**src/rtl/vga_sync_gen_if.sv**
```systemverilog
// Timing bundle between the VGA sync generator and its consumer.
interface vga_sync_gen_if;
  logic       en;
  logic       pix_tick;
  logic       hsync;
  logic       vsync;
  logic       video_on;
  logic       frame_start;
  logic [9:0] pixel_x;
  logic [9:0] pixel_y;

  modport master (
    input  en,
    output pix_tick, hsync, vsync, video_on, frame_start, pixel_x, pixel_y
  );

  modport slave (
    output en,
    input  pix_tick, hsync, vsync, video_on, frame_start, pixel_x, pixel_y
  );
endinterface

```
**src/rtl/vga_sync_gen.sv**
```systemverilog
// VGA timing generator: pixel-clock divider, h/v counters and registered
// sync/blanking decode, all updated together on the pixel tick.
module vga_sync_gen #(
  parameter int unsigned CLK_DIV  = 4,
  parameter int unsigned H_ACTIVE = 640,
  parameter int unsigned H_FP     = 16,
  parameter int unsigned H_SYNC   = 96,
  parameter int unsigned H_BP     = 48,
  parameter int unsigned V_ACTIVE = 480,
  parameter int unsigned V_FP     = 10,
  parameter int unsigned V_SYNC   = 2,
  parameter int unsigned V_BP     = 33
) (
  input  logic           sys_clk,
  input  logic           sys_rst_n,
  vga_sync_gen_if.master vga
);

  localparam int unsigned H_TOTAL = H_ACTIVE + H_FP + H_SYNC + H_BP;
  localparam int unsigned V_TOTAL = V_ACTIVE + V_FP + V_SYNC + V_BP;
  localparam int unsigned DIV_W   = $clog2(CLK_DIV);

  localparam logic [DIV_W-1:0] DIV_LAST = DIV_W'(CLK_DIV - 1);
  localparam logic [9:0] H_LAST   = 10'(H_TOTAL - 1);
  localparam logic [9:0] V_LAST   = 10'(V_TOTAL - 1);
  localparam logic [9:0] H_ACT    = 10'(H_ACTIVE);
  localparam logic [9:0] V_ACT    = 10'(V_ACTIVE);
  localparam logic [9:0] HS_START = 10'(H_ACTIVE + H_FP);
  localparam logic [9:0] HS_END   = 10'(H_ACTIVE + H_FP + H_SYNC);
  localparam logic [9:0] VS_START = 10'(V_ACTIVE + V_FP);
  localparam logic [9:0] VS_END   = 10'(V_ACTIVE + V_FP + V_SYNC);

  logic [DIV_W-1:0] div_cnt;
  logic [9:0]       px, py;
  logic [9:0]       px_nxt, py_nxt;
  logic             tick_q, hsync_q, vsync_q, video_on_q, frame_start_q;

  always_comb begin
    px_nxt = (px == H_LAST) ? '0 : px + 10'd1;
    py_nxt = py;
    if (px == H_LAST)
      py_nxt = (py == V_LAST) ? '0 : py + 10'd1;
  end

  always_ff @(posedge sys_clk or negedge sys_rst_n) begin
    if (!sys_rst_n) begin
      div_cnt       <= '0;
      px            <= H_LAST;
      py            <= V_LAST;
      hsync_q       <= 1'b1;
      vsync_q       <= 1'b1;
      video_on_q    <= 1'b0;
      tick_q        <= 1'b0;
      frame_start_q <= 1'b0;
    end else if (!vga.en) begin
      // frame_start is a tick-qualified strobe, so it drops with pix_tick
      // rather than holding high through a stall.
      tick_q        <= 1'b0;
      frame_start_q <= 1'b0;
    end else if (div_cnt == DIV_LAST) begin
      div_cnt       <= '0;
      tick_q        <= 1'b1;
      px            <= px_nxt;
      py            <= py_nxt;
      hsync_q       <= !((px_nxt >= HS_START) && (px_nxt < HS_END));
      vsync_q       <= !((py_nxt >= VS_START) && (py_nxt < VS_END));
      video_on_q    <= (px_nxt < H_ACT) && (py_nxt < V_ACT);
      frame_start_q <= (px_nxt == '0) && (py_nxt == '0);
    end else begin
      div_cnt       <= div_cnt + 1'b1;
      tick_q        <= 1'b0;
      frame_start_q <= 1'b0;
    end
  end

  assign vga.pix_tick    = tick_q;
  assign vga.hsync       = hsync_q;
  assign vga.vsync       = vsync_q;
  assign vga.video_on    = video_on_q;
  assign vga.frame_start = frame_start_q;
  assign vga.pixel_x     = px;
  assign vga.pixel_y     = py;

endmodule
```
**src/flat_wrapper.sv**
```systemverilog
// flat-port wrapper written by rule: the top's interface ports become plain ports
module vga_sync_gen_flat 
#(
  parameter int unsigned CLK_DIV  = 4,
  parameter int unsigned H_ACTIVE = 640,
  parameter int unsigned H_FP     = 16,
  parameter int unsigned H_SYNC   = 96,
  parameter int unsigned H_BP     = 48,
  parameter int unsigned V_ACTIVE = 480,
  parameter int unsigned V_FP     = 10,
  parameter int unsigned V_SYNC   = 2,
  parameter int unsigned V_BP     = 33
)
  (sys_clk, sys_rst_n, vga_en, vga_pix_tick, vga_hsync, vga_vsync, vga_video_on, vga_frame_start, vga_pixel_x, vga_pixel_y);
  vga_sync_gen_if vga_i ();
  input  logic sys_clk;
  input  logic sys_rst_n;
  input wire logic [$bits(vga_i.en)-1:0] vga_en;
  output wire logic [$bits(vga_i.pix_tick)-1:0] vga_pix_tick;
  output wire logic [$bits(vga_i.hsync)-1:0] vga_hsync;
  output wire logic [$bits(vga_i.vsync)-1:0] vga_vsync;
  output wire logic [$bits(vga_i.video_on)-1:0] vga_video_on;
  output wire logic [$bits(vga_i.frame_start)-1:0] vga_frame_start;
  output wire logic [$bits(vga_i.pixel_x)-1:0] vga_pixel_x;
  output wire logic [$bits(vga_i.pixel_y)-1:0] vga_pixel_y;
  assign vga_i.en = vga_en;
  assign vga_pix_tick = vga_i.pix_tick;
  assign vga_hsync = vga_i.hsync;
  assign vga_vsync = vga_i.vsync;
  assign vga_video_on = vga_i.video_on;
  assign vga_frame_start = vga_i.frame_start;
  assign vga_pixel_x = vga_i.pixel_x;
  assign vga_pixel_y = vga_i.pixel_y;
  vga_sync_gen #(.CLK_DIV(CLK_DIV), .H_ACTIVE(H_ACTIVE), .H_FP(H_FP), .H_SYNC(H_SYNC), .H_BP(H_BP), .V_ACTIVE(V_ACTIVE), .V_FP(V_FP), .V_SYNC(V_SYNC), .V_BP(V_BP)) u_core (.sys_clk(sys_clk), .sys_rst_n(sys_rst_n), .vga(vga_i));
endmodule
```
**config.mk**
```make
export PLATFORM = sky130hd
export DESIGN_NAME = vga_sync_gen_flat
export DESIGN_NICKNAME = d
export VERILOG_FILES = /design/src/rtl/vga_sync_gen_if.sv /design/src/rtl/vga_sync_gen.sv /design/src/flat_wrapper.sv
export SDC_FILE = /design/constraint.sdc
export NUM_CORES = 1
export LEC_CHECK = 0
export CAP_MARGIN = 20
export CORE_MARGIN = 4
export CORE_UTILIZATION = 57
export DETAILED_ROUTE_END_ITERATION = 8
export PLACE_DENSITY = 0.8
export SETUP_SLACK_MARGIN = 0.2
export SLEW_MARGIN = 20
export SYNTH_ARGS = -nofsm -noshare
export SYNTH_HDL_FRONTEND = slang
export SYNTH_SLANG_ARGS = --single-unit
```
**constraint.sdc**
```tcl
create_clock -name sys_clk -period 6.8 [get_ports sys_clk]
set_input_delay 1.36 -clock sys_clk [delete_from_list [all_inputs] [get_ports sys_clk]]
set_output_delay 1.36 -clock sys_clk [all_outputs]
set_load 0.005 [all_outputs]
```
==> reports/metrics.cfg, run 1 <==
[finish]
antenna_cells=0
nets=229
drive_above_1_share_pct=12.3
final_cell_area_mm2=0.00203
final_common_cell=nand2_1
final_cell_mix=nand2_1, clkdlybuf4s50_1, o21ai_0, dfrtp_1, xnor2_1
fill_cells=231
area.growth.synth_to_final_pct=14.6

[clock_network]
clk_pin_slew_worst_paths_ns=0.14
cts_root_buf=clkbuf_4
post_cts_resize_count=0
cts_htree_levels=1
clkSinkCount=27
cts_tree=built
clk_latency_ns=0.33
post_cts_buffers=0
cts_made_buffers=3
cts.path.max_buffers=2
hold_buffers=0

[worst_setup_path]
timing.rr.start=u_core.vga.pixel_x[0]$_DFFE_PN1P_
rrSetupSlack_ns=3.90
cp.arrival_ns=3.35
path_class=input port to flop
crit_family=buffers and inverters
crit_path_max_incr_delay_ns=0.51
endpoint=u_core.vga.hsync$_DFFE_PN1P_
ff2ff_path_depth=7
timing.rr.end=u_core.vga.vsync$_DFFE_PN1P_
crit_cells=7
critical_path.cell_chain=clkdlybuf4s50_1, nand2_1, inv_1, nand2_1, nor4bb_1, o21ai_0, o22a_1
critPathRequiredTime_ns=7.07
cp_max_fo=15
start_kind=input port
crit_start=vga_en
crit_buf_inv=2
critPathCaptureType=flop
path_common_cell=nand2_1
crit_slowest_cell=clkdlybuf4s50_1

[detailed_routing]
drc=0
drt_first_pass_iters=5
vias=1625
wl_per_cell_um=16.6
via_per_inst=6.47
wirelength_um=4160
drt_iter0_markers=187
ant_nets=0

[sta]
relSlewSlack_pct=39.1
period_share_pct=45.4
maxSlewViolCount=0
max_freq_mhz=324
hold_viol=0
worst_pin_slew_ns=0.905
min_period_ns=3.09
fin_tns_setup_ns=0
setup_viol=0
clock_skew_ns=0.0145
setup_ws_ns=3.71
rsz0062_at_grt=false

[global_route]
grt_pass1_wl_um=7070
grt_usage_pct=21.5
antenna_found_initial=0
grt_max_degree=28
gr-total-overflow=0
grt_pass1_vias=1509

[yosys]
syn_nets=210
yosys_most_used_dff=dfrtp_1
synthArstFlopShare_pct=100
yosysUniqueCellTypes=48
syn_inst=202
avgSynthCellArea_um2=8.78
yosysTopAreaCellShare_pct=21.2
ys_top_cells_by_area=dfrtp_1, dfstp_2, nand2_1
yosysTopAreaCell=dfrtp_1
ys_warn_count=0
synth_edf_count=0
yosysSeqAreaShare_pct=39.0
ys_ff_latch=27
netlist_area_mm2=0.00177

[placement]
place_area_mm2=0.00200
hpwlAfterDp_um=3020
io_buffers=27
place.gp.congestion=0.932
dp_slack_ns=3.36

[floorplan]
io_pins=28
core_mm2=0.00285
die_w_um=63.8
die_y_um=63.8
initial_core_util_pct=62.1
num_rows=19
dieArea_mm2=0.00407

[power]
finalPower_mw=0.403
power_density_mw_per_mm2=198
total_leakage_power_nw=0.753
ir_drop_mv=0.252

[outcome]
status=complete, no violations

[run]
drv_cap=0

[hold_path]
hold_class=flop to flop

## how the worst min path moves through the flow
| stage | cells past startpoint | from | slack [ns] | to |
|---|---|---|---|---|
| after floorplan | 2 | u_core.vga.video_on$_DFFE_PN0P_ | 0.47 | u_core.vga.video_on$_DFFE_PN0P_ |
| after global placement | 2 | u_core.vga.video_on$_DFFE_PN0P_ | 0.49 | u_core.vga.video_on$_DFFE_PN0P_ |
| after detailed placement | 2 | u_core.vga.video_on$_DFFE_PN0P_ | 0.47 | u_core.vga.video_on$_DFFE_PN0P_ |
| after CTS | 2 | u_core.vga.video_on$_DFFE_PN0P_ | 0.52 | u_core.vga.video_on$_DFFE_PN0P_ |
| after global routing | 2 | u_core.vga.pixel_y[9]$_DFFE_PN1P_ | 0.55 | u_core.vga.pixel_y[9]$_DFFE_PN1P_ |
| final | 2 | u_core.vga.video_on$_DFFE_PN0P_ | 0.51 | u_core.vga.video_on$_DFFE_PN0P_ |
## layout make-up
cell class / count / area [um2] / area share (%)
Timing Repair Buffer: 28 / 278 / 13.7
Clock buffer: 3 / 22.5 / 1.11
Sequential cell: 27 / 691 / 34.0
Multi-Input combinational cell: 154 / 971 / 47.8
Clock inverter: 1 / 5.00 / 0.246
Tap cell: 31 / 38.8 / 1.91
Inverter: 7 / 26.3 / 1.29
## per-layer routing
layer	global-route usage, %	up-vias	share of wire (%)
li1	-	761	-
met1	29.5	793	45
met2	35.1	67	47
met3	3.15	4	6.2
met4	6.74	0	0.99
met5	0	-	0
## flip-flops by register name (all words and copies together) (netlist names)
name,cells
u_core.div_cnt,2
u_core.vga.pixel_y,10
u_core.vga.video_on,1
u_core.vga.hsync,1
u_core.vga.frame_start,1
u_core.vga.pixel_x,10
u_core.vga.vsync,1
u_core.vga.pix_tick,1
## synth_stat cells, types with 4 or more instances
| library cell | count |
|---|---|
| clkbuf_1 | 7 |
| dfstp_2 | 12 |
| xnor2_1 | 13 |
| o21ai_0 | 19 |
| a21oi_1 | 4 |
| ha_1 | 5 |
| o31ai_1 | 6 |
| dfrtp_1 | 15 |
| nor2_1 | 11 |
| nand4_1 | 7 |
| nand2_1 | 35 |
| nand3_1 | 8 |
| inv_1 | 7 |
| buf_6 | 4 |
## kinds of logic after synthesis
| logic type | after synthesis | synth area share, % |
|---|---|---|
| flops | 27 | 39.0 |
| fa+ha+maj | 5 | 3.53 |
| buf+inv | 21 | 6.28 |
| mux | 3 | 1.91 |
| compound gates | 45 | 16.5 |
| xor+xnor | 16 | 7.90 |
| simple gates | 85 | 24.9 |
## per-stage QoR
stage	cells	hold WS (ns)	util (%)
finish	251	0.513	71.2
global route	251	0.547	71.2
CTS	251	0.518	71.2
detailed placement	247	0.470	70.3
global placement	247	0.487	70.3
floorplan	202	0.473	-
## report_power, final
group | switching [mW] | total, mW | internal (mW)
Sequential | 0.0288 | 0.222 | 0.193
Clock | 0.0479 | 0.0700 | 0.0221
Combinational | 0.0523 | 0.112 | 0.0593
## worst min-delay path: stages, from the launching register on
cell and delay, ns:
dfrtp_1 0.37, nand2_1 0.05, o31ai_1 0.06
(Power assumes the default switching activity.)
==> run 2: changes to the inputs <==
CORE_UTILIZATION = 48   (was 57)
PLACE_DENSITY = 0.71   (was 0.8)
clock period = 2.8 ns   (was 6.8 ns; I/O delays follow)
==> reports/metrics.cfg, run 2 (synthesis gave the netlist of run 1 again) <==
[power]
ir_drop_mv=0.369  ; +46%
p_sw_mw=0.329  ; +150%
p_sw_share_pct=31.3  ; -0.68 points
power_frac_seq_pct=51.3  ; -3.7 points
p_clk_share_pct=22.0  ; +4.6 points
p_int_mw=0.721  ; +160%
p_comb_share_pct=26.7  ; -1.0 points
power_density_mw_per_mm2=487  ; +150%
total_leakage_power_nw=0.821  ; +9.0%

[worst_setup_path]
start_kind=flop
cp.arrival_ns=2.73  ; -0.62 ns
path_class=flop to flop
endpoint=u_core.vga.vsync$_DFFE_PN1P_
ff2ff_path_depth=6  ; -1
crit_start=u_core.vga.pixel_x[8]$_DFFE_PN1P_
rrSetupSlack_ns=0.28  ; -3.62 ns
critPathRequiredTime_ns=3.01  ; -4.06 ns
timing.rr.start=u_core.vga.pixel_x[8]$_DFFE_PN1P_
cp_max_fo=10  ; -5
critPathCaptureType=flop
timing.rr.end=u_core.vga.vsync$_DFFE_PN1P_

[sta]
hold_viol=0  ; unchanged
relSlewSlack_pct=59.1  ; +20 points
maxSlewViolCount=0  ; unchanged
worst_pin_slew_ns=0.605  ; -0.299 ns
setup_viol=0  ; unchanged
period_share_pct=90.0
clock_skew_ns=0.00150  ; -0.0130 ns
max_freq_mhz=397
min_period_ns=2.52
fin_tns_setup_ns=0  ; unchanged
setup_ws_ns=0.281  ; -3.43 ns
rsz0062_at_grt=false

[floorplan]
dieArea_mm2=0.00473  ; +16%
die_w_um=68.8  ; +7.8%
die_y_um=68.8  ; +7.8%
initial_core_util_pct=51.5  ; -11 points
num_rows=21  ; +2
io_pins=28  ; unchanged
core_mm2=0.00344  ; +21%

[finish]
final_common_cell=nand2_1
antenna_cells=0  ; unchanged
nets=237  ; +3.5%
drive_above_1_share_pct=16.7  ; +4.4 points
area.growth.synth_to_final_pct=21.6
utilization_pct=62.6  ; -8.6 points
final_cell_mix=nand2_1, clkdlybuf4s50_1, o21ai_0, dfrtp_1, xnor2_1

[detailed_routing]
wirelength_um=4430  ; +6.7%
drt_iter0_markers=177  ; -5.3%
via_per_inst=5.86  ; -9.5%
drt_first_pass_iters=4  ; -1
drc=0  ; unchanged
wl_per_cell_um=16.2  ; -2.3%
vias=1606  ; -1.2%
ant_nets=0  ; unchanged

[clock_network]
cts_tree=built
clk_pin_slew_worst_paths_ns=0.10  ; -0.04 ns
cts.path.max_buffers=2  ; unchanged
cts_root_buf=clkbuf_8
clk_latency_ns=0.28  ; -0.05 ns
hold_buffers=0  ; unchanged
cts_htree_levels=1  ; unchanged
clkSinkCount=27  ; unchanged
cts_made_buffers=3  ; unchanged

[global_route]
gr-total-overflow=0  ; unchanged
grt_pass1_vias=1494  ; -0.99%
use_met2_pct=32.1  ; -3.0 points
grt.busiest_layer=met2
grtUsageMet1_pct=28.5  ; -1.0 points
antenna_found_initial=0  ; unchanged
grt_usage_pct=20.9  ; -0.57 points
grt_pass1_wl_um=7290  ; +3.1%
grt.met3_usage_pct=4.21  ; +1.1 points
grt_max_degree=28  ; unchanged

[placement]
hpwlAfterDp_um=3190  ; +5.9%
io_buffers=27  ; unchanged
place.gp.congestion=0.887  ; -4.9%
dp_slack_ns=0.174  ; -3.19 ns

[run]
drv_cap=0  ; unchanged

[outcome]
status=complete, no violations

[hold_path]
hold_start=u_core.vga.pixel_x[1]$_DFFE_PN1P_
hold_class=flop to flop

[run 2: worst min-delay path by stage]
stage                                              endpoint  cells after the start
after CTS                 u_core.vga.pixel_y[9]$_DFFE_PN1P_                      2
after global routing      u_core.vga.pixel_x[1]$_DFFE_PN1P_                      2
final                     u_core.vga.pixel_x[1]$_DFFE_PN1P_                      2
after detailed placement      u_core.div_cnt[1]$_DFFE_PN0P_                      1
after global placement    u_core.vga.pixel_x[1]$_DFFE_PN1P_                      2
after floorplan               u_core.div_cnt[0]$_DFFE_PN0P_                      0
[run 2: cell type report]
class                           count  area, um2
Inverter                            7       26.3
Clock buffer                        3       41.3
Timing Repair Buffer               36        338
Multi-Input combinational cell    154        997
Tap cell                           46       57.6
Clock inverter                      1       5.00
Fill cell                         291       1290
Sequential cell                    27        691
[run 2: layer usage]
metal,up-vias,part of all wire [%]
li1,772,-
met3,9,7.1
met2,72,45
met1,753,45
met5,-,0
met4,0,2.5
[run 2: critical path: stages (launching register included)]
cell and delay (ns):
dfstp_2 0.62, or4b_4 0.56, nor4_2 0.46, xor2_1 0.21, and4b_1 0.25, nand2_1 0.06
o32a_1 0.29
[run 2: what timing repair did]
action,4_1_cts,5_1_grt
hold endpoints to repair,0,0
buffers inserted,2,0
cloned,0,0
gates resized for setup,1,3
setup endpoints to repair,1,2
pin swaps,0,1
[run 2: power groups by stage]
stage                     sequential (mW)  combinational, mW  clock, mW
after global placement              0.538              0.280          0
after CTS                           0.538              0.284      0.236
final                               0.539              0.280      0.231
after floorplan                     0.523              0.160          0
after detailed placement            0.545              0.284          0
after global routing                0.551              0.313      0.252
[run 2: stage by stage]
stage / hold slack (ns) / cell area [um2] / std cells / power, mW
after floorplan: 0.264 / 1770 / 202 / 0.683
after global placement: 0.481 / 2070 / 268 / 0.818
after detailed placement: 0.505 / 2070 / 268 / 0.829
after CTS: 0.517 / 2140 / 274 / 1.06
after global routing: 0.539 / 2160 / 274 / 1.12
final: 0.516 / 2160 / 274 / 1.05
